**config.mk**
```make
export PLATFORM = sky130hd
export DESIGN_NAME = pipe_reg_skid
export DESIGN_NICKNAME = d
export VERILOG_FILES = /design/src/rtl/pipe_reg_skid.sv
export SDC_FILE = /design/constraint.sdc
export NUM_CORES = 1
export LEC_CHECK = 0
export ABC_AREA = 1
export CAP_MARGIN = 15
export CORE_ASPECT_RATIO = 1.5
export CORE_MARGIN = 2
export CORE_UTILIZATION = 52
export CTS_BUF_LIST = sky130_fd_sc_hd__clkbuf_8
export DETAILED_ROUTE_END_ITERATION = 7
export PLACE_DENSITY = 0.94
export RECOVER_POWER = 50
export SYNTH_ARGS = -nofsm -noshare
export SYNTH_HDL_FRONTEND = slang
export SYNTH_SLANG_ARGS = --single-unit
```
**constraint.sdc**
```tcl
create_clock -name clk -period 2.2 [get_ports clk]
set_input_delay 0.33 -clock clk [delete_from_list [all_inputs] [get_ports clk]]
set_output_delay 0.33 -clock clk [all_outputs]
set_load 0.02 [all_outputs]
```
**src/rtl/pipe_reg_skid.sv**
```systemverilog
// Pipeline register with valid/ready handshake and a 2-entry skid buffer.
// Define PIPE_REG_STATS_EN to add the saturating stall_cnt output.
module pipe_reg_skid #(
   parameter int unsigned      WIDTH     = 32,
   parameter logic [WIDTH-1:0] RESET_VAL = '0,
   parameter int unsigned      CNT_W     = 16
) (
   input  logic             clk,
   input  logic             reset,
   input  logic             flush,
   input  logic             in_valid,
   output logic             in_ready,
   input  logic [WIDTH-1:0] in_data,
   output logic             out_valid,
   input  logic             out_ready,
   output logic [WIDTH-1:0] out_data
`ifdef PIPE_REG_STATS_EN
   ,
   output logic [CNT_W-1:0] stall_cnt
`endif
);

   // bit 0 is out_valid, bit 1 is skid_valid, so both handshake
   // outputs come straight from flops
   typedef enum logic [1:0] {
      EMPTY = 2'b00,
      ONE   = 2'b01,
      TWO   = 2'b11
   } state_t;

   state_t           state_q;
   state_t           state_d;
   logic [WIDTH-1:0] main_q;
   logic [WIDTH-1:0] skid_q;
   logic             ld_main_in;
   logic             ld_main_skid;
   logic             ld_skid_in;

   generate
      if (WIDTH < 1 || CNT_W < 1) begin : g_bad_param
         $error("pipe_reg_skid: WIDTH and CNT_W must be >= 1");
      end
   endgenerate

   // next-state and register load enables from the handshake
   always_comb begin
      state_d      = state_q;
      ld_main_in   = 1'b0;
      ld_main_skid = 1'b0;
      ld_skid_in   = 1'b0;
      unique case (state_q)
         EMPTY: begin
            if (in_valid) begin
               ld_main_in = 1'b1;
               state_d    = ONE;
            end
         end
         ONE: begin
            if (in_valid && out_ready) begin
               ld_main_in = 1'b1;
            end else if (in_valid) begin
               ld_skid_in = 1'b1;
               state_d    = TWO;
            end else if (out_ready) begin
               state_d = EMPTY;
            end
         end
         TWO: begin
            if (out_ready) begin
               ld_main_skid = 1'b1;
               state_d      = ONE;
            end
         end
         default: state_d = EMPTY;
      endcase
   end

   // occupancy register; reset and flush both empty the block
   always_ff @(posedge clk) begin
      if (reset || flush) begin
         state_q <= EMPTY;
      end else begin
         state_q <= state_d;
      end
   end

   // data registers; main holds when nothing is loaded
   always_ff @(posedge clk) begin
      if (reset || flush) begin
         main_q <= RESET_VAL;
         skid_q <= RESET_VAL;
      end else begin
         if (ld_main_in) begin
            main_q <= in_data;
         end else if (ld_main_skid) begin
            main_q <= skid_q;
         end
         if (ld_skid_in) begin
            skid_q <= in_data;
         end
      end
   end

   assign out_valid = state_q[0];
   assign in_ready  = ~state_q[1];
   assign out_data  = main_q;

`ifdef PIPE_REG_STATS_EN
   logic [CNT_W-1:0] cnt_q;

   // saturating stall counter; only reset clears it
   always_ff @(posedge clk) begin
      if (reset) begin
         cnt_q <= '0;
      end else if (out_valid && !out_ready && cnt_q != '1) begin
         cnt_q <= cnt_q + 1'b1;
      end
   end

   assign stall_cnt = cnt_q;
`endif

endmodule

```
; ---- Word-level counts from Yosys, hierarchy flattened
; Cells that the tools add are included.
[totals]
in_bits = 37
output_inout_bits = 34
register_bits = 66
wordCells = 30
[classes]
reduce_logical = 5
n_eq_ne = 6
bitwise = 1
muxes = 15
[ops]
columns = op, count
row1 = 32-bit 2-to-1 mux, 2
row2 = 2-bit 2-to-1 mux, 5
row3 = 1-bit 2-to-1 mux, 6
row4 = "2-bit != test, second input constant", 3
row5 = 2-bit case mux with 3 select lines, 1
row6 = 4-bit AND reduction, 1
row7 = "3-bit != test, second input constant", 1
row8 = "2-bit by 1-bit == test with 1-bit output, second input constant", 1
row9 = "2-bit == test, second input constant", 1
row10 = 2-bit zero test, 1
row11 = 1-bit case mux with 2 select lines, 1
row12 = 2-bit nonzero test, 1
row13 = 1-bit logical AND, 1
row14 = 1-bit logical OR, 1
row15 = 1-bit NOT, 1

; ---- Depth between registers and ports, before layout
[logic_depth]
depth_word = 4
mapped_depth = 9
depth_no_buf = 8

; ---- Worst setup path after synthesis
; Ideal clock, no wire load.
[synth_path]
kind = reg2reg
from = register state_q[0]
to = register main_q[0], in the netlist out_data[0]
t_arrival_ns = 1.636
setup_ns = 0.132
t_required_ns = 2.068
slack_ns = 0.431
period_less_slack_ns = 1.769
n_path_buf = 2
stages_incl_launch_ff = 10
cell_sequence = dfxtp_1 -> inv_1 -> ha_1 -> or2_0 -> buf_2 -> nand2_4 -> buf_2 -> nand2_1 -> nand2_1 -> a21oi_1
[synth_via]
elab_chain_cells = 3
elab_cells_between_ends = 7
cone_classes = eq/ne (2) / mux (3) / reduce/logical (2)
[synth_lines]
columns = element, line
row1 = start: declaration, 31  ; state_t state_q;
row2 = start signal: assignment, 83  ; state_q <= state_d;
row3 = "2-bit by 1-bit == test with 1-bit output, or another cell as far along", 51  ; unique case (state_q)
row4 = 1-bit case mux with 2 select lines / 1-bit 2-to-1 mux (equally long branches), 51
row5 = 32-bit 2-to-1 mux / 2-bit nonzero test (equally long branches), n/a
row6 = end signal: assignment, 94  ; main_q <= in_data;
row7 = end signal: assignment, 96  ; main_q <= skid_q;
row8 = end: declaration, 33  ; logic [WIDTH-1:0] main_q;
; Several ways; a longest one is shown, not always the timed one.
; A chain may end at the register's enable or synchronous reset.

; ---- Worst setup path in the final report
[layout_path]
from = register state_q[0]
to = register main_q[30], in the netlist out_data[30]
; The elaborated chain is that of the path after synthesis.

==> impl_metrics.toml <==
[finish]
areaGrowthSynthToFinish_pct = 30.3
drive_gt1_frac = 0.0571
fin_cells = 597
multiInputGateArea_sq_um = 1480
fillers = 464
diodes = 0
seqCellArea_sq_um = 1320
fin_nets = 563

[detailed_routing]
firstDrtPassIters = 5
ant_nets = 0
routed_wl_um = 8130
wl_per_cell_um = 13.6
drtIter0Drc = 354
drcViolationCount = 0
via_count = 3277
via_per_inst = 5.49

[floorplan]
start_util = 0.540
die_y_um = 98.9
fp.coreArea_sq_um = 5790
die-area_sq_um = 6650
die_w_um = 67.3
rows = 34
io_pins = 71

[hold_path]
whs_endpoint = "skid_q[21]"
hp-class = "reg2reg"
hold_start = "skid_q[21]"
hold_depth = 2

[sta]
grt_setup_unrepaired = "no"
tightestPinTransition_ps = 1070
setup_viol = 0
relSlewSlack = 0.287
final-hold-violation-count = 0
tns_ps = 0
period_share = 0.858
fmax_mhz = 530
skew_ps = 8.35
layout_min_cycle_time_ps = 1890
final_max_slew_viol_count = 0

[synth]
ys.flop_type = "dfxtp_1"
synth_cell_type_count = 17
seq_area_frac_synth = 0.423
yosys.cell_count.top_type = "nand2_1"
synth-edff-count = 0
async_flop_share = 0
syn-num-nets = 506
synth_seq_cells = 66
synth_top_area_frac = 0.423
yosys-top-cells-area = "dfxtp_1 42%, nand2_1 16%, nand3_1 16%"
yosysTopAreaCell = "dfxtp_1"
synthTopCellsByCount = "137 x nand2_1, 100 x nand3_1, 66 x dfxtp_1"
syn_area_sq_um = 3120
postSynthCellCount = 463
synth_area_per_cell_sq_um = 6.74
yosysWarnings = 0

[setup_path]
crit_fanout = 29
r2r_slack_ps = 310
rr_endpoint = "out_data[30]"
ff2ff_path_depth = 8
critPathKind = "reg2reg"
start_kind = "register"
r2r_start = "state_q[0]"
arrival_ps = 2080
crit_path_end_kind = "register"
crit_required_ps = 2400

[global_route]
grt_start_max_net_pins = 65
grt_remaining_overflow = 0
antenna_found_initial = 0
track_usage = 0.268
grt_pass1_wl_um = 14000
grt_pass1_vias = 3131

[run_status]
status = "finished clean"

[clock_network]
htreeDepth = 3
ctsResizeCount = 0
post-cts-setup-buffers = 0
clk_transition_reported_paths_ps = 80
numClockSinks = 66
clkLatencyLatePin_ps = 350
cts_made_buffers = 9
cts.path.max_buffers = 2
cts_hold_buf = 0
cts_root_buf = "clkbuf_8"
cts_tree = "built"

[power_and_ir_drop]
vdd_drop_max_v = 0.000519
combPwrFrac = 0.184
p_per_area_nw_per_um2 = 719
switching_share = 0.286
p_switching_uw = 836
power.share.clock = 0.385
seqPwrFrac = 0.431
p_leak_nw = 1.74
internal-power_mw = 2.09

[place]
placed_cells = 581
hpwl_um = 5360
gp_congestion = 0.804
port_buffers = 70

[job]
maxCapViolCount = 0
## worst max path at each step
stage                    start           end  slack, ps  depth (start not counted)
detailed placement   out_ready  out_data[28]        270                          7
CTS                 state_q[0]  out_data[30]        310                          8
finish              state_q[0]  out_data[30]        310                          8
global placement     out_ready  out_data[18]        340                          7
global route        state_q[0]  out_data[27]        150                          8
floorplan           state_q[0]   out_data[0]        430                          9
## final cells by class
class,instances,share of cell area
Timing Repair Buffer,81,0.197
Clock inverter,7,0.0231
Clock buffer,9,0.0305
Multi-Input combinational cell,320,0.363
Tap cell,72,0.0221
Sequential cell,66,0.325
Inverter,42,0.0388
## state kept, by name, summed over array words and instances, names as in the netlist
signal	count
out_data	32
skid_q	32
state_q	2
## stage by stage
stage               instance area, sq um  total power, mW  hold WS, ps  utilization  setup WS, ps
floorplan                           3120             1.61          441            -           431
global placement                    3860             1.82          448        0.667           335
detailed placement                  3860             1.84          452        0.667           266
CTS                                 4080             2.95          463        0.704           306
global route                        4070             3.04          481        0.703           151
finish                              4070             2.92          464        0.703           311
## cell families after synthesis
family / count (synthesis) / share of synthesized area
flops: 66 / 0.423
compound gates: 67 / 0.108
fa+ha+maj: 6 / 0.0240
simple gates: 247 / 0.342
buf+inv: 77 / 0.103
## power by group through the flow
stage	Clock, mW	Sequential, mW	Combinational, mW
final	1.12	1.26	0.539
after global routing	1.18	1.27	0.597
after CTS	1.13	1.26	0.550
after detailed placement	0	1.29	0.549
after global placement	0	1.29	0.532
after floorplan	0	1.33	0.283
## per-layer routing
layer | track usage | up-vias | share of wire | wire (um)
met3 | 0.0571 | 15 | 0.068 | 549
met1 | 0.321 | 1510 | 0.39 | 3150
met2 | 0.452 | 150 | 0.52 | 4240
met5 | 0 | - | 0 | 0
li1 | - | 1602 | - | -
met4 | 0.118 | 0 | 0.022 | 181
## worst max-delay path: stages (launching register included)
cell     delay (ps)
dfxtp_1         420
inv_1           110
ha_1            230
or2_1           270
nand2_4         250
buf_12          210
nand2_1          90
nand2_1          70
a21oi_1          60
## layout by cell type, fill, tap and decap left out, types with 6 or more instances in the layout
master,count
ha_1,6
dfxtp_1,66
nand2_1,137
buf_4,7
nand3_1,100
clkdlybuf4s50_1,44
clkbuf_8,9
a21oi_1,65
inv_1,41
nor2_1,7
dlygate4sd3_1,26
Power figures use the tool's default switching activity.
